--- config.mk ---
export PLATFORM = sky130hd
export DESIGN_NAME = rr_reg_write_arbiter
export DESIGN_NICKNAME = d
export VERILOG_FILES = /design/src/rtl/rr_reg_write_arbiter_pkg.sv /design/src/rtl/rr_reg_write_arbiter_register_en.sv /design/src/rtl/rr_reg_write_arbiter.sv
export SDC_FILE = /design/constraint.sdc
export NUM_CORES = 1
export LEC_CHECK = 0
export CORE_ASPECT_RATIO = 0.9
export CORE_UTILIZATION = 50
export CTS_CLUSTER_DIAMETER = 50
export CTS_CLUSTER_SIZE = 28
export DETAILED_ROUTE_END_ITERATION = 6
export DONT_BUFFER_PORTS = 1
export PLACE_DENSITY_LB_ADDON = 0.1
export SETUP_SLACK_MARGIN = 0.05
export SYNTH_ARGS = -nofsm -noshare
export SYNTH_HDL_FRONTEND = slang
export SYNTH_SLANG_ARGS = --single-unit
--- constraint.sdc ---
create_clock -name clk -period 2.55 [get_ports clk]
set_clock_uncertainty 0.15 [all_clocks]
set_input_delay 0.51 -clock clk [delete_from_list [all_inputs] [get_ports clk]]
set_output_delay 0.51 -clock clk [all_outputs]
set_load 0.03 [all_outputs]
--- src/rtl/rr_reg_write_arbiter_pkg.sv ---
// Shared definitions for the round-robin register write arbiter.
// The FSM alternates between arbitration (IDLE) and a one-cycle write slot (GRANT).
package rr_reg_write_arbiter_pkg;

  typedef enum logic {
    ST_IDLE  = 1'b0,
    ST_GRANT = 1'b1
  } arb_state_e;

endpackage

--- src/rtl/rr_reg_write_arbiter_register_en.sv ---
// W-bit enable register: a bank of D flops sharing clock and enable.
// Cleared asynchronously by reset_n.
module rr_reg_write_arbiter_register_en #(
  parameter int W = 8
) (
  input  logic         clk,
  input  logic         reset_n,
  input  logic         en,
  input  logic [W-1:0] d,
  output logic [W-1:0] q
);

  logic [W-1:0] q_r;

  // Storage: load d only on cycles where en is asserted
  always_ff @(posedge clk or negedge reset_n) begin
    if (!reset_n) begin
      q_r <= {W{1'b0}};
    end else if (en) begin
      q_r <= d;
    end
  end

  assign q = q_r;

endmodule

--- src/rtl/rr_reg_write_arbiter.sv ---
// Round-robin write arbiter for one shared W-bit register.
// One requester is granted per IDLE->GRANT pass; its data is written when still requesting.
module rr_reg_write_arbiter
  import rr_reg_write_arbiter_pkg::*;
#(
  parameter int N  = 4,
  parameter int W  = 8,
  parameter int IW = $clog2(N)
) (
  input  logic           clk,
  input  logic           reset_n,
  input  logic [N-1:0]   req,
  input  logic [N*W-1:0] wdata,
  output logic [N-1:0]   gnt,
  output logic           we,
  output logic [W-1:0]   q,
  output logic [IW-1:0]  last_id,
  output logic           busy
);

  arb_state_e    state_r, state_nxt_s;
  logic [IW-1:0] ptr_r, ptr_nxt_s;
  logic [IW-1:0] sel_r, sel_nxt_s;
  logic [N-1:0]  gnt_r, gnt_nxt_s;
  logic [IW-1:0] last_id_r, last_id_nxt_s;
  logic [IW-1:0] pick_s;
  logic          found_s;
  logic [IW:0]   idx_sum_s;
  logic [IW-1:0] idx_s;
  logic [W-1:0]  wd_sel_s;
  logic          we_s;

  // Priority search starting at ptr, wrapping modulo N
  always_comb begin
    pick_s    = {IW{1'b0}};
    found_s   = 1'b0;
    idx_sum_s = {(IW+1){1'b0}};
    idx_s     = {IW{1'b0}};
    for (int k = 0; k < N; k++) begin
      idx_sum_s = {1'b0, ptr_r} + (IW+1)'(k);
      if (idx_sum_s >= (IW+1)'(N)) begin
        idx_sum_s = idx_sum_s - (IW+1)'(N);
      end else begin
        idx_sum_s = idx_sum_s;
      end
      idx_s = idx_sum_s[IW-1:0];
      if (!found_s && req[idx_s]) begin
        found_s = 1'b1;
        pick_s  = idx_s;
      end else begin
        found_s = found_s;
      end
    end
  end

  // Data mux selecting the granted requester's lane
  always_comb begin
    wd_sel_s = {W{1'b0}};
    for (int i = 0; i < N; i++) begin
      if (sel_r == IW'(i)) begin
        wd_sel_s = wdata[i*W +: W];
      end else begin
        wd_sel_s = wd_sel_s;
      end
    end
  end

  // A grant whose request was withdrawn produces no write
  assign we_s = (state_r == ST_GRANT) ? req[sel_r] : 1'b0;

  // Next-state logic for FSM, pointer, grant and last writer
  always_comb begin
    state_nxt_s   = state_r;
    ptr_nxt_s     = ptr_r;
    sel_nxt_s     = sel_r;
    gnt_nxt_s     = {N{1'b0}};
    last_id_nxt_s = last_id_r;
    case (state_r)
      ST_IDLE: begin
        if (found_s) begin
          state_nxt_s       = ST_GRANT;
          sel_nxt_s         = pick_s;
          gnt_nxt_s[pick_s] = 1'b1;
        end else begin
          state_nxt_s = ST_IDLE;
        end
      end
      ST_GRANT: begin
        if (we_s) begin
          last_id_nxt_s = sel_r;
        end else begin
          last_id_nxt_s = last_id_r;
        end
        if (sel_r == IW'(N-1)) begin
          ptr_nxt_s = {IW{1'b0}};
        end else begin
          ptr_nxt_s = sel_r + IW'(1);
        end
        state_nxt_s = ST_IDLE;
      end
      default: begin
        state_nxt_s = ST_IDLE;
      end
    endcase
  end

  // FSM and arbitration state registers
  always_ff @(posedge clk or negedge reset_n) begin
    if (!reset_n) begin
      state_r   <= ST_IDLE;
      ptr_r     <= {IW{1'b0}};
      sel_r     <= {IW{1'b0}};
      gnt_r     <= {N{1'b0}};
      last_id_r <= {IW{1'b0}};
    end else begin
      state_r   <= state_nxt_s;
      ptr_r     <= ptr_nxt_s;
      sel_r     <= sel_nxt_s;
      gnt_r     <= gnt_nxt_s;
      last_id_r <= last_id_nxt_s;
    end
  end

  rr_reg_write_arbiter_register_en #(.W(W)) u_reg (
    .clk     (clk),
    .reset_n (reset_n),
    .en      (we_s),
    .d       (wd_sel_s),
    .q       (q)
  );

  assign gnt     = gnt_r;
  assign we      = we_s;
  assign last_id = last_id_r;
  assign busy    = (state_r == ST_GRANT);

endmodule
Word-level counts from Yosys, hierarchy flattened

Cells that the tools add are included.
Widths: inputs -> output; s select.

$add $sub $neg: 8
Magnitude comparators: 11
Bitwise logic cells: 1
Eq/ne operators: 3
Reduce and logical (&&, ||, !) cells: 10
Multiplexer cells: 34

Operators with widths:

| kind                | number |
|---|---|
| $mux 8              | 4 |
| $lt 2x3->1 const B  | 6 |
| $mux 2              | 9 |
| $mux 1              | 12 |
| $bmux 1 s2          | 5 |
| $ge 3x3->1 const B  | 3 |
| $mux 4              | 2 |
| $sub 2x1->2 const B | 4 |
| $add 2x2->3 const B | 2 |
| $eq 2x2->1 const B  | 2 |
| $logic_and 1x1->1   | 4 |
| $reduce_and 2->1    | 2 |
| $add 2x1->3 const B | 1 |
| $ge 2x3->1 const B  | 1 |
| $logic_not 1->1     | 3 |
| $add 2x1->2 const B | 1 |
| $demux 1 s2         | 1 |
| $eq 2x1->1 const B  | 1 |
| $ge 2x1->1 const B  | 1 |
| $logic_not 2->1     | 1 |
| $pmux 1 s2          | 1 |
| $not 1->1           | 1 |

Output and inout bits: 16
Register bits after elaboration: 19
Bits of input ports: 38
Word-level logic and storage cells: 73

Depth between registers and ports, before layout

Gate-level depths: netlist of the first run.

Word-level depth: 20
Gate-level depth with buffers: 8
Gate-level depth less buffers: 6

Cells and area by module

From an unflattened synthesis of the first run, not the netlist that was laid out.

Cells, all modules: 105
Area total of the unflattened synthesis: 1,127.3 um^2

By module, submodules not included:

| module                           | sequential area each (um^2) | area each (um^2) | instances | cells each |
|---|---|---|---|---|
| rr_reg_write_arbiter             | 275.3                       | 795.8            | 1         | 88 |
| rr_reg_write_arbiter_register_en | 200.2                       | 331.6            | 1         | 17 |

Worst setup path before layout of the first run

OpenSTA, ideal clock, no wires.

Kind: register to register
Start point: register sel_r[1]
End point: register u_reg.q_r[1] (netlist: u_reg.q[1])
Arrival: 1.482 ns
Stages on the path, launching flop included: 9
Buffers on the path: 2
Setup slack: 0.793 ns
Data required time: 2.275 ns
Clock period less this slack: 1.757 ns
Library setup time: 0.125 ns
Cells stage by stage: dfrtp_1 -> inv_1 -> ha_1 -> buf_2 -> nor2b_1 -> buf_2 -> a22oi_1 -> a21oi_1 -> mux2_4

Word-level cells in the longest chain between the ends: 5
Elaborated cells between the ends (all ways): 11
Classes of those cells: eq/ne: 3; mux: 7; reduce/logical: 1

Ends and longest elaborated chain:

| element                | RTL line                               | text |
|---|---|---|
| start, declared        | rr_reg_write_arbiter.sv:23             | `logic [IW-1:0] sel_r, sel_nxt_s;` |
| start signal, assigned | rr_reg_write_arbiter.sv:112            | `sel_r <= {IW{1'b0}};` |
| start signal, assigned | rr_reg_write_arbiter.sv:118            | `sel_r <= sel_nxt_s;` |
| $logic_not 2->1        | rr_reg_write_arbiter.sv:60             | `if (sel_r == IW'(i)) begin` |
| $mux 8 (4 in a row)    | rr_reg_write_arbiter.sv:60             |  |
| end signal, assigned   | rr_reg_write_arbiter_register_en.sv:18 | `q_r <= {W{1'b0}};` |
| end, declared          | rr_reg_write_arbiter_register_en.sv:13 | `logic [W-1:0] q_r;` |

Several ways; a longest one is shown, not always the timed one. The select of a mux whose other input is x is not followed.
A chain may end at the register's enable or synchronous reset.

Worst setup path in the final report of the first run

Start point: register state_r (netlist: busy)
End point: output we

Word-level cells in the longest chain between the ends: 1

Ends and longest elaborated chain:

| element                | RTL line                    | text |
|---|---|---|
| start, declared        | rr_reg_write_arbiter.sv:21  | `arb_state_e state_r, state_nxt_s;` |
| start signal, assigned | rr_reg_write_arbiter.sv:116 | `state_r <= state_nxt_s;` |
| $mux 1                 | rr_reg_write_arbiter.sv:69  | `assign we_s = (state_r == ST_GRANT) ? req[sel_r] : 1'b0;` |
| end, declared          | rr_reg_write_arbiter.sv:15  | `output logic we,` |

Every way passes these cells.

==> results of run 1 <==
==> state kept, by name (all words and copies together), names as in the netlist <==
signal,count
u_reg.q,8
gnt,4
last_id,2
ptr_r,2
sel_r,2
busy,1
==> report_power, final <==
part | internal [mW] | switching (mW) | leakage [nW]
Sequential | 0.433 | 0.330 | 0.234
Clock | 0.0585 | 0.0960 | 0.0177
Combinational | 0.390 | 0.368 | 0.249
==> path summary, 6_finish.rpt <==
path                         endpoint  cells past startpoint
hold reg to reg              ptr_r[0]                      1
setup reg to reg           u_reg.q[2]                      6
hold / removal                 gnt[1]                      2
max in group asynchronous      gnt[3]                      1
setup / recovery                   we                      2
min in group asynchronous  u_reg.q[4]                      1
==> logic make-up (layout without fill, tap and decap cells) <==
| logic type | count (synthesis) | after routing | synth area share [%] |
|---|---|---|---|
| compound gates | 28 | 28 | 16.3 |
| fa+ha+maj | 4 | 4 | 4.50 |
| buf+inv | 7 | 8 | 2.70 |
| flops | 19 | 19 | 42.8 |
| mux | 14 | 14 | 17.8 |
| simple gates | 25 | 25 | 15.9 |
==> through the flow <==
step | instance area, sq um | cells
floorplan | 1110 | 97
global placement | 1120 | 118
detailed placement | 1120 | 118
CTS | 1160 | 123
global route | 1160 | 123
finish | 1160 | 123
==> per-layer routing <==
layer | up-vias | routed length [um] | global-route usage [%]
met2 | 32 | 1130 | 30.4
met3 | 5 | 200 | 10.2
li1 | 364 | - | -
met1 | 390 | 1060 | 25.6
met4 | 0 | 17 | 4.86
met5 | - | 0 | 0
==> layout by cell type, fill, tap and decap left out <==
master / synthesis / final
sky130_fd_sc_hd__a21boi_1: 1 / 1
sky130_fd_sc_hd__a21oi_1: 7 / 7
sky130_fd_sc_hd__a22oi_1: 7 / 7
sky130_fd_sc_hd__a31oi_1: 1 / 1
sky130_fd_sc_hd__and3_1: 2 / 2
sky130_fd_sc_hd__clkbuf_4: 0 / 3
sky130_fd_sc_hd__clkinv_2: 0 / 1
sky130_fd_sc_hd__dfrtp_1: 19 / 19
sky130_fd_sc_hd__dlygate4sd3_1: 0 / 1
sky130_fd_sc_hd__ha_1: 4 / 4
sky130_fd_sc_hd__inv_1: 2 / 2
sky130_fd_sc_hd__inv_2: 1 / 1
sky130_fd_sc_hd__mux2_2: 2 / 2
sky130_fd_sc_hd__mux2_4: 11 / 11
sky130_fd_sc_hd__mux2i_1: 1 / 1
sky130_fd_sc_hd__nand2_1: 3 / 3
sky130_fd_sc_hd__nand2_8: 1 / 1
sky130_fd_sc_hd__nand2b_1: 1 / 1
sky130_fd_sc_hd__nand3_4: 2 / 2
sky130_fd_sc_hd__nand3b_1: 1 / 1
sky130_fd_sc_hd__nor2_1: 4 / 4
sky130_fd_sc_hd__nor2b_1: 5 / 5
sky130_fd_sc_hd__nor3_1: 3 / 3
sky130_fd_sc_hd__nor3b_1: 1 / 1
sky130_fd_sc_hd__nor4_1: 1 / 1
sky130_fd_sc_hd__o21ai_0: 1 / 1
sky130_fd_sc_hd__o22ai_1: 9 / 9
sky130_fd_sc_hd__o32a_1: 1 / 1
sky130_fd_sc_hd__o32ai_1: 1 / 1
sky130_fd_sc_hd__or3b_1: 1 / 1
==> worst max-delay path: cells and delay by family (launching register included) <==
| kind | cells | cell delay (ns) |
|---|---|---|
| and+or+nand+nor | 2 | 0.39 |
| DFF | 1 | 0.79 |
==> cell type report <==
type / count / area, sq um
Fill cell: 166 / 847
Tap cell: 25 / 31.3
Timing Repair Buffer: 1 / 10.0
Inverter: 3 / 11.3
Clock inverter: 1 / 5.00
Clock buffer: 3 / 22.5
Sequential cell: 19 / 475
Multi-Input combinational cell: 71 / 606
==> summary.txt, run 1 <==
==========================================================================================
Outcome                                                                          completed
Cell with the most instances after synthesis                                  sky130_fd_sc_hd__dfrtp_1
Buffer cell driving the clock tree root                                       sky130_fd_sc_hd__clkbuf_4
Postcts setup bufs                                                                       0
Power per cell area                                                           1440 mW/mm^2
DRC errors left                                                                          0
Average detailed-routed wire length per instance                                   19.6 um
Final cell utilization of the core                                                   57.8%
Synthesized Nets                                                                       139
Relative area change from synthesis to final layout                                  4.50%
Die extent in x                                                                    51.7 um
Synth unique cells                                                                      29
Main flop type after synthesis                                                sky130_fd_sc_hd__dfrtp_1
Total Die Area                                                                0.00241 sq mm
Area share of the leading cell type in the synthesized netlist                       42.8%
Worst setup slack after layout                                                    0.413 ns
ANT nets after route                                                                     0
Wire length of the first global-routing pass                                       3330 um
Total Power                                                                        1.67 mW
Start point of the worst hold path                                                  req[3]
Clock edge transition at the registers on the reported setup and hold paths        0.10 ns
Leftover overflow at the end of global routing                                           0
Routability cong.                                                                    0.713
Most instantiated cells after synthesis                                       sky130_fd_sc_hd__dfrtp_1, sky130_fd_sc_hd__mux2_4, sky130_fd_sc_hd__o22ai_1, sky130_fd_sc_hd__a21oi_1, sky130_fd_sc_hd__a22oi_1
Number of vias per cell                                                               6.43
Number of global-route vias before repair                                              699
Iter 0 DRT Violations                                                                   31
Reg2Reg Setup Slack                                                                0.42 ns
Largest stage delay, worst path                                                    0.79 ns
Half-perimeter wire length after placement                                         1760 um
Number of antenna violations at the first check in global routing                        0
TritonCTS clock tree                                                                   yes
Worst ir drop on vdd                                                              0.723 mV
Relative slew slack                                                                  42.3%
Hold_ws                                                                           0.302 ns
Overall die height                                                                 46.7 um
Vias                                                                                   791
Max Clk Rate                                                                       468 MHz
Critical Path AT                                                                   1.48 ns
Netlist area before placement                                                 0.00111 sq mm
RSZ-0062 raised after global routing                                                 false
Critical path launch point type                                                       flop
Minimum setup slack after placement                                               0.477 ns
Cell with the largest stage delay on the worst path                           sky130_fd_sc_hd__dfrtp_1
Share of final-layout standard cells stronger than drive strength 1                  21.4%
Sequential share of the synthesized area                                             42.8%
Critical-path maximum fanout                                                            10
Finish-stage setup viols                                                                 0
Initial standard-cell utilization of the core                                        55.3%
Worst hold-check path type                                                    input pin to flop
Cell chain of the critical path                                               nand3_4, nand2_8
Startpoint-to-endpoint class of the critical path                             flop to primary output
Share of flip-flops with an asynchronous set or reset                                 100%
Number of flops mapped to enable cells by yosys                                          0
Mapped Cells                                                                            97
TritonRoute pass-1 iters                                                                 4
Total Routing Usage GR                                                               20.0%
Count of port buffers added during placement                                             0
Max-slew violation total from the final report                                           0
Static power due to leakage                                                       0.500 nW
Area of the placeable core                                                    0.00201 sq mm
Number of violations of the max-capacitance limit                                        0
Final Hold Viols                                                                         0
Clock insertion delay at the later pin of the skew report                          0.30 ns
Pin count of the biggest net entering global routing                                    20
Yosys synthesis warning count                                                            0
Setup TNS                                                                             0 ns
Site Rows                                                                               15
Top cell type by total area after synthesis                                   sky130_fd_sc_hd__dfrtp_1
Number of instances resized during post-cts repair                                       0
H-tree levels                                                                            1
Launching point of the worst reg2reg path                                         sel_r[1]
Sink count of the clock tree                                                            19
Clock period minus final worst setup slack                                         2.14 ns
Share of the clock period used by the worst path after layout                        83.8%
Element type at the critical path end                                         primary output
Number of storage elements in the synthesis netlist                                     19
Number of buffers created by CTS                                                         3
Average cell area after synthesis                                               11.5 sq um
Worst Max-Slew Pin Slew                                                           0.862 ns
Number of buffers added to fix hold violations after cts                                 1
Ports                                                                                   54
Endpoint required time on the critical path                                        1.89 ns
Detailed Route WL                                                                  2410 um
Start point of the critical path                                                      busy
Biggest area contributors in the synthesized netlist                          sky130_fd_sc_hd__dfrtp_1, sky130_fd_sc_hd__mux2_4, sky130_fd_sc_hd__o22ai_1
Antenna Diode Count                                                                      0
Maximum buffer depth of the clock tree                                                   2
Final layout net count                                                                 141
==========================================================================================
(Power assumes the default switching activity.)
==> run 2: changes to the inputs <==
==> constraint.sdc (replaced) <==
create_clock -name clk -period 1.8 [get_ports clk]
set_clock_uncertainty 0.15 [all_clocks]
set_input_delay 0.36 -clock clk [delete_from_list [all_inputs] [get_ports clk]]
set_output_delay 0.36 -clock clk [all_outputs]
set_load 0.03 [all_outputs]
==> run 2 against run 1 <==
The run now ends with negative setup slack left. First-iteration DRC count decreased by 68%. Sequential share of layout area down 5.7 points. Die area stayed put. Critical path type unchanged. Combinational power grew 99%. Sequential cell count stayed put. Design area rose by 16%. Wire length rose by 10%. Setup slack worse by 0.48 ns. Global-route usage rose by 3.3 points. Total power grew 65%. Critical path depth grew 2.
==> summary.txt, run 2 (same netlist as run 1, synthesis figures left out) <==
==========================================================================================
Number of buffers created by CTS                                                         3
Half-perimeter wire length after placement                                         1870 um
Finish-stage setup viols                                                                 2
Pin count of the biggest net entering global routing                                    20
DRC errors left                                                                          0
Max Clk Rate                                                                       536 MHz
Critical-path maximum fanout                                                             5
Initial standard-cell utilization of the core                                        55.3%
ANT nets after route                                                                     0
Average detailed-routed wire length per instance                                   19.8 um
Final layout net count                                                                 152
Most common library cell in the layout ignoring fill and taps                 sky130_fd_sc_hd__dfrtp_1
Endpoint required time on the critical path                                        1.29 ns
Crit Reg-Reg Endpoint                                                           u_reg.q[0]
Overall die height                                                                 46.7 um
Relative slew slack                                                                  41.1%
Pint                                                                               1.50 mW
Finished layout cell area                                                     0.00135 sq mm
Critical path launch point type                                                       flop
Sink count of the clock tree                                                            19
Number of global-route vias before repair                                              774
Startpoint-to-endpoint class of the critical path                             flop to primary output
Buffer cell driving the clock tree root                                       sky130_fd_sc_hd__clkbuf_4
Non-Filler Instances                                                                   134
Cell with the largest stage delay on the worst path                           sky130_fd_sc_hd__dfrtp_1
Detailed Route WL                                                                  2650 um
CP Depth                                                                                 4
Count of fill cells added during filler insertion                                      139
Routability cong.                                                                    0.698
Start point of the critical path                                                  sel_r[1]
FF+latch area                                                                    475 sq um
Cell chain of the critical path                                               buf_6, mux2_4, nand3_4, nand2_8
Outcome                                                                       complete, but fails checks
Max-slew violation total from the final report                                           0
Iter 0 DRT Violations                                                                   10
Final cell utilization of the core                                                   67.2%
Reported net switching power                                                       1.27 mW
Area of the placeable core                                                    0.00201 sq mm
Worst Max-Slew Pin Slew                                                           0.880 ns
Wire length of the first global-routing pass                                       3770 um
Total Die Area                                                                0.00241 sq mm
Worst ir drop on vdd                                                               1.27 mV
RSZ-0062 raised after global routing                                                  true
Power per cell area                                                           2050 mW/mm^2
Leading cell types in the layout, fill and taps excluded                      sky130_fd_sc_hd__dfrtp_1, sky130_fd_sc_hd__mux2_4, sky130_fd_sc_hd__o22ai_1, sky130_fd_sc_hd__buf_4, sky130_fd_sc_hd__a21oi_1
Clock insertion delay at the later pin of the skew report                          0.31 ns
Share of the clock period used by the worst path after layout                         104%
Cells on worst reg2reg path                                                              7
Worst hold-check path type                                                    input pin to flop
Power share of the combinational group                                               54.4%
Relative area change from synthesis to final layout                                  21.5%
Die extent in x                                                                    51.7 um
Largest stage delay, worst path                                                    0.42 ns
Clock network fraction of design power                                                8.2%
End of the critical path                                                                we
Vias                                                                                   835
Antenna Diode Count                                                                      0
Violations in the final reports                                               negative setup slack
Share of final-layout standard cells stronger than drive strength 1                  43.1%
Critical Path AT                                                                   1.35 ns
Launching point of the worst reg2reg path                                         sel_r[1]
Clock edge transition at the registers on the reported setup and hold paths        0.11 ns
Ports                                                                                   54
TritonRoute pass-1 iters                                                                 4
Element type at the critical path end                                         primary output
Number of violations of the max-capacitance limit                                        0
Site Rows                                                                               15
Cell count after placement                                                             125
TritonCTS clock tree                                                                   yes
Cell area after placement                                                     0.00118 sq mm
Maximum buffer depth of the clock tree                                                   2
Worst path buffer plus inverter count                                                    1
Final Hold Viols                                                                         0
Total Routing Usage GR                                                               23.3%
Reg2Reg Setup Slack                                                               -0.05 ns
Seq pwr share                                                                        37.5%
Leftover overflow at the end of global routing                                           0
Count of port buffers added during placement                                             0
Static power due to leakage                                                       0.566 nW
Area used by multi-input combinational logic                                     706 sq um
Number of flip-flops in the largest register                                             8
Number of antenna violations at the first check in global routing                        0
H-tree levels                                                                            1
Clock period minus final worst setup slack                                         1.86 ns
Number of vias per cell                                                               6.23
Worst path top cell family by delay                                             flip-flops
Net switching fraction of the power                                                  45.7%
Worst setup slack after layout                                                  -0.0646 ns
==========================================================================================
## run 2: cell types whose count changed in the layout (fill, tap and decap cells not counted), sizes merged
| cell | previous run | this run |
|---|---|---|
| nand2 | 4 | 5 |
| clkinvlp | 0 | 1 |
| buf | 0 | 10 |
| clkinv | 1 | 0 |
## run 2: power groups by stage
stage / registers (mW) / clock network, mW / logic (mW)
after floorplan: 1.03 / 0 / 0.944
after global placement: 1.04 / 0 / 1.17
after detailed placement: 1.05 / 0 / 1.20
after CTS: 1.04 / 0.236 / 1.36
after global routing: 1.06 / 0.255 / 1.62
final: 1.04 / 0.226 / 1.51
## run 2: area by class of cell
| cell class | count | share of cell area, % |
|---|---|---|
| Multi-Input combinational cell | 72 | 52.3 |
| Inverter | 3 | 0.834 |
| Clock buffer | 3 | 1.67 |
| Timing Repair Buffer | 11 | 7.14 |
| Clock inverter | 1 | 0.556 |
| Tap cell | 25 | 2.32 |
| Sequential cell | 19 | 35.2 |
## run 2: metrics by stage
step                      TNS [ns]  power (mW)  hold slack, ns  setup WS (ns)
after detailed placement         0        2.25         -0.0852         0.0304
after global routing        -0.245        2.93           0.107         -0.126
final                       -0.115        2.77           0.129        -0.0646
after global placement           0        2.21         -0.0853         0.0770
after floorplan                  0        1.98         -0.0856         0.0755
after CTS                  -0.0753        2.64           0.112        -0.0753
## run 2: how the worst min path moves through the flow
stage / depth (start not counted) / endpoint / slack [ns] / from
4_1_cts: 2 / gnt[1] / 0.11 / req[3]
5_1_grt: 2 / gnt[1] / 0.11 / req[3]
3_5_place_dp: 0 / last_id[0] / -0.09 / reset_n
2_1_floorplan: 0 / busy / -0.09 / reset_n
6_report: 2 / gnt[1] / 0.13 / req[3]
3_3_place_gp: 0 / ptr_r[0] / -0.09 / reset_n
## run 2: repair_timing
action,in CTS,in global routing
cloned,1,0
pin swaps,3,6
endpoints found under the hold margin,19,0
gates resized for setup,10,14
hold buffers,1,0
buffers inserted,3,1
setup endpoints to repair,7,9
## run 2: worst reg2reg max path, stage by stage, from the launching register on
cell and delay, ns:
sky130_fd_sc_hd__dfrtp_1 0.40, sky130_fd_sc_hd__buf_4 0.14, sky130_fd_sc_hd__buf_4 0.13, sky130_fd_sc_hd__ha_4 0.16, sky130_fd_sc_hd__or3b_1 0.35, sky130_fd_sc_hd__o21ai_1 0.10, sky130_fd_sc_hd__a31oi_1 0.07, sky130_fd_sc_hd__mux2_4 0.26
## run 2: layer usage
layer	vias to the layer above	wire, um	track usage (%)
met5	-	0	0
li1	392	-	-
met3	5	236	11.9
met2	32	1350	35.6
met4	0	40	9.73
met1	406	1030	28.2
==> run 3: changes to the inputs <==
--- a/config.mk
+++ b/config.mk
@@ -7,12 +7,13 @@
 export LEC_CHECK = 0
 export CORE_ASPECT_RATIO = 0.9
 export CORE_UTILIZATION = 50
+export CTS_BUF_LIST = sky130_fd_sc_hd__clkbuf_16
 export CTS_CLUSTER_DIAMETER = 50
-export CTS_CLUSTER_SIZE = 28
 export DETAILED_ROUTE_END_ITERATION = 6
 export DONT_BUFFER_PORTS = 1
 export PLACE_DENSITY_LB_ADDON = 0.1
 export SETUP_SLACK_MARGIN = 0.05
 export SYNTH_ARGS = -nofsm -noshare
 export SYNTH_HDL_FRONTEND = slang
+export SYNTH_HIERARCHICAL = 1
 export SYNTH_SLANG_ARGS = --single-unit
==> run 3 against run 2 <==
The run still ends with negative setup slack left. Via count rose by 4.1%. Hold slack improved by 0.072 ns. Synthesized cell count rose by 8.2%. Sequential share of layout area fell by 2.1 points. Utilization rose by 4.4 points. Total power rose by 12%. Cell count rose by 9.0%. Clock-buffer cell count did not move. Clock power rose by 100%. Setup slack improved by 0.021 ns.
==> summary.txt, run 3 <==
==========================================================================================
Launching point of the worst reg2reg path                                         sel_r[1]
Cell with the most instances after synthesis                                  sky130_fd_sc_hd__dfrtp_1
Static power due to leakage                                                       0.639 nW
Worst setup slack after layout                                                  -0.0438 ns
Die extent in x                                                                    52.1 um
Final layout net count                                                                 164
DRC errors left                                                                          0
Pin count of the biggest net entering global routing                                    20
Leftover overflow at the end of global routing                                           0
Detailed Route WL                                                                  2840 um
Relative slew slack                                                                  45.2%
Finished layout cell area                                                     0.00144 sq mm
Reported net switching power                                                       1.34 mW
Number of vias per cell                                                               5.95
Sequential share of the synthesized area                                             42.2%
Max-slew violation total from the final report                                           0
Number of buffers created by CTS                                                         3
Power per cell area                                                           2160 mW/mm^2
Worst Max-Slew Pin Slew                                                           0.819 ns
Most common library cell in the layout ignoring fill and taps                 sky130_fd_sc_hd__dfrtp_1
Synth unique cells                                                                      29
Seq pwr share                                                                        33.8%
Outcome                                                                       complete, but fails checks
Vias                                                                                   869
ANT nets after route                                                                     0
Area share of the leading cell type in the synthesized netlist                       42.2%
Reg2Reg Setup Slack                                                               -0.04 ns
Worst ir drop on vdd                                                               1.40 mV
Half-perimeter wire length after placement                                         1830 um
Biggest area contributors in the synthesized netlist                          sky130_fd_sc_hd__dfrtp_1, sky130_fd_sc_hd__mux2_4, sky130_fd_sc_hd__a221o_1
Number of antenna violations at the first check in global routing                        0
Pint                                                                               1.76 mW
Number of flip-flops in the largest register                                             8
Average detailed-routed wire length per instance                                   19.5 um
Mapped Cells                                                                           105
Cell area after placement                                                     0.00120 sq mm
Startpoint-to-endpoint class of the critical path                             flop to flop
Cell chain of the critical path                                               inv_2, ha_2, nor2b_4, a221o_1, o21ai_1, o21ai_1, mux2_4
Most instantiated cells after synthesis                                       sky130_fd_sc_hd__dfrtp_1, sky130_fd_sc_hd__o21ai_1, sky130_fd_sc_hd__nand2_1, sky130_fd_sc_hd__mux2_4, sky130_fd_sc_hd__a221o_1
Average cell area after synthesis                                               10.7 sq um
Element type at the critical path end                                                 flop
Count of port buffers added during placement                                             0
Hold_ws                                                                           0.201 ns
TritonRoute pass-1 iters                                                                 4
Number of violations of the max-capacitance limit                                        0
Yosys synthesis warning count                                                            6
Final Hold Viols                                                                         0
Most prevalent standard cell on the critical path                             sky130_fd_sc_hd__o21ai_1
Crit Reg-Reg Endpoint                                                           u_reg/q[3]
Final cell utilization of the core                                                   71.6%
Iter 0 DRT Violations                                                                   14
Wire length of the first global-routing pass                                       4130 um
Endpoint required time on the critical path                                        1.78 ns
Largest stage delay, worst path                                                    0.41 ns
Top cell type by total area after synthesis                                   sky130_fd_sc_hd__dfrtp_1
Sink count of the clock tree                                                            19
Main flop type after synthesis                                                sky130_fd_sc_hd__dfrtp_1
Cell with the largest stage delay on the worst path                           sky130_fd_sc_hd__dfrtp_1
Maximum buffer depth of the clock tree                                                   2
Number of global-route vias before repair                                              830
Netlist area before placement                                                 0.00113 sq mm
Share of final-layout standard cells stronger than drive strength 1                  39.7%
Critical path launch point type                                                       flop
Hold endpoint                                                                       gnt[0]
Share of flip-flops with an asynchronous set or reset                                 100%
Clock period minus final worst setup slack                                         1.84 ns
Max Clk Rate                                                                       542 MHz
Number of storage elements in the synthesis netlist                                     19
Violations in the final reports                                               negative setup slack
Minimum setup slack after placement                                             -0.0654 ns
Worst hold-check path type                                                    input pin to flop
Relative area change from synthesis to final layout                                  27.5%
Finish-stage setup viols                                                                 4
Synthesized Nets                                                                       147
Total Die Area                                                                0.00245 sq mm
Worst path buffer plus inverter count                                                    1
Total Routing Usage GR                                                               24.3%
Antenna Diode Count                                                                      0
Critical Path AT                                                                   1.83 ns
Leading cell types in the layout, fill and taps excluded                      sky130_fd_sc_hd__dfrtp_1, sky130_fd_sc_hd__nand2_1, sky130_fd_sc_hd__o21ai_1
Number of flops mapped to enable cells by yosys                                          0
RSZ-0062 raised after global routing                                                  true
Clock insertion delay at the later pin of the skew report                          0.25 ns
Initial standard-cell utilization of the core                                        56.1%
Share of the clock period used by the worst path after layout                         102%
Power share of the combinational group                                               51.6%
Worst path top cell family by delay                                           compound AO/OA/AOI/OAI gates
TritonCTS clock tree                                                                   yes
Routability cong.                                                                    0.683
Hold Crit Depth                                                                          2
Overall die height                                                                 47.0 um
Cells on worst reg2reg path                                                              7
Ports                                                                                   54
Site Rows                                                                               15
Area of the placeable core                                                    0.00201 sq mm
Critical-path maximum fanout                                                             7
H-tree levels                                                                            1
Buffer cell driving the clock tree root                                       sky130_fd_sc_hd__clkbuf_16
Net switching fraction of the power                                                  43.2%
Start point of the worst hold path                                                  req[0]
Clock network fraction of design power                                               14.6%
Clock edge transition at the registers on the reported setup and hold paths        0.05 ns
==========================================================================================
-- run 3: how the worst max path moves through the flow --
stage	start	end	slack (ns)	cells past startpoint
after floorplan	sel_r[1]	u_reg/q[1]	-0.05	9
after global placement	sel_r[1]	u_reg/q[3]	-0.04	7
after detailed placement	sel_r[1]	u_reg/q[3]	-0.07	7
after CTS	sel_r[0]	we	-0.02	4
after global routing	sel_r[1]	u_reg/q[7]	-0.07	7
final	sel_r[1]	u_reg/q[3]	-0.04	7
-- run 3: layout make-up --
type / instances / area, sq um
sequential: 19 / 477
inverter: 4 / 15.0
fill: 136 / 571
timing repair buffer: 16 / 134
clock buffer: 3 / 75.1
tap: 25 / 31.3
clock inverter: 1 / 5.00
multi-input combinational: 78 / 701
-- run 3: cells by family (layout without fill, tap and decap cells) --
family / Yosys count / count (layout) / synth area share, %
flops: 19 / 19 / 42.2
simple gates: 27 / 28 / 13.8
fa+ha+maj: 4 / 4 / 4.44
compound gates: 31 / 31 / 17.9
mux: 15 / 15 / 17.9
buf+inv: 9 / 24 / 3.88
-- run 3: power by group through the flow --
stage          Clock (mW)  Sequential (mW)  Combinational [mW]
2_1_floorplan           0             1.03                1.02
3_3_place_gp            0             1.04                1.23
3_5_place_dp            0             1.05                1.27
4_1_cts             0.458             1.05                1.47
5_1_grt             0.482             1.08                1.73
6_report            0.451             1.05                1.60
-- run 3: through the flow --
stage,TNS (ns),power (mW),cells
after detailed placement,-0.252,2.32,132
final,-0.0991,3.10,146
after floorplan,-0.342,2.05,105
after global placement,-0.132,2.28,132
after CTS,-0.0327,2.98,143
after global routing,-0.388,3.29,146
-- run 3: timing repair --
action / in CTS / in global routing
hold buffers: 1 / 0
endpoints found under the hold margin: 19 / 0
endpoints found under the setup margin: 10 / 10
setup buffers: 5 / 3
pin swaps: 3 / 0
gates resized for setup: 10 / 9
cloned: 1 / 0
-- run 3: routing by layer --
metal	wire, um	vias to the layer above	track usage (%)
met5	0	-	0
met4	0	0	3.78
met3	232	0	6.80
met2	1410	43	38.7
met1	1200	409	33.7
li1	-	417	-
==> variant 1: new RTL, flow settings as in run 2 <==
The parameter `N` goes from 4 to 2.
--- a/src/rtl/rr_reg_write_arbiter.sv
+++ b/src/rtl/rr_reg_write_arbiter.sv
@@ -3,7 +3,7 @@
 module rr_reg_write_arbiter
   import rr_reg_write_arbiter_pkg::*;
 #(
-  parameter int N  = 4,
+  parameter int N  = 2,
   parameter int W  = 8,
   parameter int IW = $clog2(N)
 ) (
Interface: changed (resized gnt, last_id, req and wdata); port bits go from 54 to 33. The function was not compared with the original's and may differ.
==> variant 1 against run 2 <==
Design area is 46% lower. Sequential cell count is 5 lower. Fmax is 11% higher. Utilization is 1.3 points lower. Wire length is 53% lower. Sequential share of layout area is 12 points higher. Total power is 61% lower. Area after synthesis is 42% lower. Count of clock-buffer cells in the layout is 1 higher. Global-route usage is 0.95 points lower. Setup slack better by 0.19 ns. Largest cell class is now flip-flops and latches.
==> variant 1: results (changes against run 2) <==
Status = complete, no violations (was finished with violations)
Reg2reg start = sel_r (was sel_r[1])
Placed cell count = 74 (was 125)
Clock Latency Late Sink = 0.27 ns (was 0.31 ns)
Nets = 88 (was 152)
Iter 0 DRT Violations = 13 (was 10)
Synth Instances = 60 (was 97)
Global-route wire length before repair = 2.12 mm (was 3.77 mm)
Total CTS buffers = 3 (unchanged)
Worst path max stage delay = 0.40 ns (was 0.42 ns)
Hold_sp = req[0] (was req[3])
Initial antenna violation count = 0 (unchanged)
Post-CTS setup buffer count = 0 (was 3)
Data arrival, critical path = 1.17 ns (was 1.35 ns)
Hold worst-path end = gnt[0] (was gnt[1])
RR Endpoint = u_reg.q[4] (was u_reg.q[0])
DP Worst Slack = 0.397 ns (was 0.0304 ns)
Leak pwr = 0.341 nW (was 0.566 nW)
Sw Pwr = 0.446 mW (was 1.27 mW)
Grt met2 use = 0.347 (was 0.356)
Delay-heaviest family, CP = flip-flops (unchanged)
Top cells by count, synth = 14 x dfrtp_1, 10 x a21oi_1, 8 x a31oi_1, 8 x mux2i_1, 4 x nor2_1 (was 19 x dfrtp_1, 11 x mux2_4, 9 x o22ai_1, 7 x a21oi_1, 7 x a22oi_1)
Clk slew on worst S/H paths = 0.08 ns (was 0.11 ns)
Hold depth = 2 (unchanged)
Fin Setup TNS = 0 ns (was -0.115 ns)
Global Route met3 Usage = 0.0500 (was 0.119)
Vias in the first global route = 513 (was 774)
Largest net degree at the start of global routing = 15 (was 20)
Yosys warnings = 0 (unchanged)
Vias/cell = 6.03 (was 6.23)
Synth area leaders = dfrtp_1 54%, mux2i_1 12%, a21oi_1 7.7% (was dfrtp_1 43%, mux2_4 15%, o22ai_1 5.1%)
GRT Total Usage = 0.224 (was 0.233)
Number of diodes = 0 (unchanged)
Min-delay worst type = in2reg (unchanged)
DRT Pass-1 Iters = 4 (unchanged)
Setup slack, reg-to-reg = 0.45 ns (was -0.05 ns)
Reg2Reg Depth = 4 (was 7)
VDD IR max = 0.683 mV (was 1.27 mV)
Post-synth ARST share = 1.00 (unchanged)
CP Launch Type = register (unchanged)
IO Port Bufs = 0 (unchanged)
Total wire length = 1.24 mm (was 2.65 mm)
CP Max Fanout = 3 (was 5)
Slowest-stage cell, CP = dfrtp_1 (unchanged)
Met1 Use GR = 0.276 (was 0.282)
Share of cells above drive strength 1 = 0.194 (was 0.431)
Number of flip-flops under the largest register name = 8 (unchanged)
Fillers = 93 (was 139)
Slew @ Worst Pin = 0.614 ns (was 0.880 ns)
Synth cell types = 16 (was 29)
Routability cong. = 0.731 (was 0.698)
Root Buffer = clkbuf_4 (unchanged)
H-tree depth = 1 (unchanged)
Post-route insts no fill = 80 (was 134)
CTS max path bufs = 2 (unchanged)
Seq/Total Area, Yosys = 0.542 (was 0.428)
-- variant 1: changes by cell type after synthesis, sizes merged, moves of 3 or more --
cell | before | now
a21oi | 7 | 11
a22oi | 7 | 0
a31oi | 1 | 8
dfrtp | 19 | 14
ha | 4 | 0
mux2 | 13 | 1
mux2i | 1 | 8
nor2b | 5 | 0
nor3 | 3 | 0
o22ai | 9 | 0
-- variant 1: what timing repair did --
action | in CTS | in global routing
hold buffers | 2 | 0
resized for setup | 0 | 1
hold endpoints to repair | 15 | 0
endpoints found under the setup margin | 0 | 1
-- variant 1: per-layer routing --
layer,vias to the layer above,share of wire
li1,230,-
met1,229,0.44
met2,21,0.50
met3,2,0.051
met4,0,0.0073
met5,-,0
-- variant 1: how the worst max path moves through the flow --
stage | to | slack (ns) | cells past startpoint
final | we | 0.12 | 3
after global routing | we | 0.07 | 3
after floorplan | we | 0.05 | 4
after global placement | we | 0.41 | 3
after CTS | we | 0.08 | 3
after detailed placement | we | 0.40 | 3
-- variant 1: through the flow --
step	util	power, mW	hold WS (ns)	area, sq um
floorplan	-	0.800	-0.0856	647
global placement	0.608	0.845	-0.0853	678
detailed placement	0.608	0.857	-0.0853	678
CTS	0.659	1.09	0.0563	734
global route	0.659	1.15	0.0745	734
finish	0.659	1.08	0.0629	734
-- variant 1: kinds of logic after synthesis --
| logic type | share of synthesized area |
|---|---|
| AO/OA/AOI/OAI | 0.203 |
| buffers and inverters | 0.0638 |
| flip-flops | 0.542 |
| multiplexers | 0.147 |
| AND/OR/NAND/NOR | 0.0445 |
-- variant 1: area by class of cell --
type | count | share of cell area
clock buffers | 4 | 0.0494
inverters | 3 | 0.0153
multi-input cells | 38 | 0.348
flip-flops and latches | 14 | 0.477
well taps | 13 | 0.0221
repair buffers | 8 | 0.0886
-- variant 1: power by group through the flow --
stage               registers, mW  clock network [mW]  logic (mW)
CTS                         0.619               0.233       0.241
global placement            0.623                   0       0.221
finish                      0.617               0.224       0.240
global route                0.632               0.243       0.276
floorplan                   0.613                   0       0.187
detailed placement          0.625                   0       0.232
==> variant 2: new RTL, flow settings as in run 2 <==
Without the edit above. Reset style: synchronous (`reset_n`), changed in 2 clocked blocks. Comments in the files are not updated.
--- a/src/rtl/rr_reg_write_arbiter_register_en.sv
+++ b/src/rtl/rr_reg_write_arbiter_register_en.sv
@@ -13,7 +13,7 @@
   logic [W-1:0] q_r;
 
   // Storage: load d only on cycles where en is asserted
-  always_ff @(posedge clk or negedge reset_n) begin
+  always_ff @(posedge clk) begin
     if (!reset_n) begin
       q_r <= {W{1'b0}};
     end else if (en) begin
--- a/src/rtl/rr_reg_write_arbiter.sv
+++ b/src/rtl/rr_reg_write_arbiter.sv
@@ -105,7 +105,7 @@
   end
 
   // FSM and arbitration state registers
-  always_ff @(posedge clk or negedge reset_n) begin
+  always_ff @(posedge clk) begin
     if (!reset_n) begin
       state_r   <= ST_IDLE;
       ptr_r     <= {IW{1'b0}};
Formal check against the unedited RTL: differs if reset_n is asserted again (counterexample within 4 cycles, from zero or initial values and one cycle with reset_n low); with reset_n held inactive, the same outputs for 10 cycles.
==> variant 2 against run 2 <==
The flow still finishes with violations (setup timing). Setup slack improved by 0.012 ns. Area after synthesis fell by 5.7%. Sequential cell count stayed put. Wire length increased by 8.9%. Count of clock-buffer cells in the layout increased by 1. Design area down 9.5%.
Power is not compared: it rests on default switching activity, and its combinational part moved more than twofold at a synthesized area within 25%.
==> variant 2: results (changes against run 2) <==
Total wire length = 2.89 mm (was 2.65 mm)
Largest net degree at the start of global routing = 17 (was 20)
Hold_sp = reset_n (was req[3])
Compound-Gate Fraction of Synth Area = 0.330 (was 0.163)
Post-CTS setup buffer count = 2 (was 3)
Top cells by count, synth = 19 x dfxtp_1, 13 x inv_1, 11 x o21ai_0, 10 x nand2_1 (was 19 x dfrtp_1, 11 x mux2_4, 9 x o22ai_1, 7 x a21oi_1, 7 x a22oi_1)
DP Worst Slack = -0.0310 ns (was 0.0304 ns)
Synth Area in Adders = 0.0478 (was 0.0450)
Seq/Total Area, Yosys = 0.363 (was 0.428)
Violated checks = setup timing (unchanged)
Reg2Reg Depth = 6 (was 7)
Final setup margin = -0.0524 ns (was -0.0646 ns)
Fillers = 179 (was 139)
Final non-clock buffer share = 0.0461 (was 0.0714)
GRT Total Usage = 0.271 (was 0.233)
Setup violators final = 1 (was 2)
Multi-input gate share of total cell area = 0.550 (was 0.523)
Placement Cell Area = 0.00109 sq mm (was 0.00118 sq mm)
Iter 0 DRT Violations = 46 (was 10)
Slowest-stage cell, CP = dfxtp_4 (was dfrtp_1)
Total vias in the final route = 1007 (was 835)
Worst path max stage delay = 0.39 ns (was 0.42 ns)
Nets = 174 (was 152)
Hold worst-path end = u_reg.q[6] (was gnt[1])
Clock buf count = 4 (was 3)
Hold_ws = 0.0152 ns (was 0.129 ns)
Mux cell area share after synthesis = 0.0382 (was 0.178)
Post-cts resize count = 9 (was 10)
Status = finished with violations (unchanged)
DP Wirelength = 1.80 mm (was 1.87 mm)
Synth cell types = 30 (was 29)
[variant 2: cell count changes in the layout (fill, tap and decap cells not counted), sizes merged, moves of 7 or more]
cell           run 2  this run
dfrtp             19         0
a221oi             0         7
a211o              0         7
inv                3        13
dfxtp              0        19
mux2              13         0
o21ai              1        11
[variant 2: metal layers]
metal | track usage | vias to the layer above | wire length, microns
met5 | 0 | - | 0
met4 | 0.126 | 0 | 110
met3 | 0.0600 | 13 | 220
met2 | 0.469 | 60 | 1360
met1 | 0.324 | 463 | 1200
li1 | - | 471 | -
[variant 2: power groups by stage]
| stage | clock (mW) | combinational (mW) | sequential, mW |
|---|---|---|---|
| after floorplan | 0 | 0.174 | 0.535 |
| after global placement | 0 | 0.207 | 0.534 |
| after detailed placement | 0 | 0.214 | 0.536 |
| after CTS | 0.229 | 0.242 | 0.527 |
| after global routing | 0.249 | 0.291 | 0.533 |
| final | 0.231 | 0.262 | 0.528 |
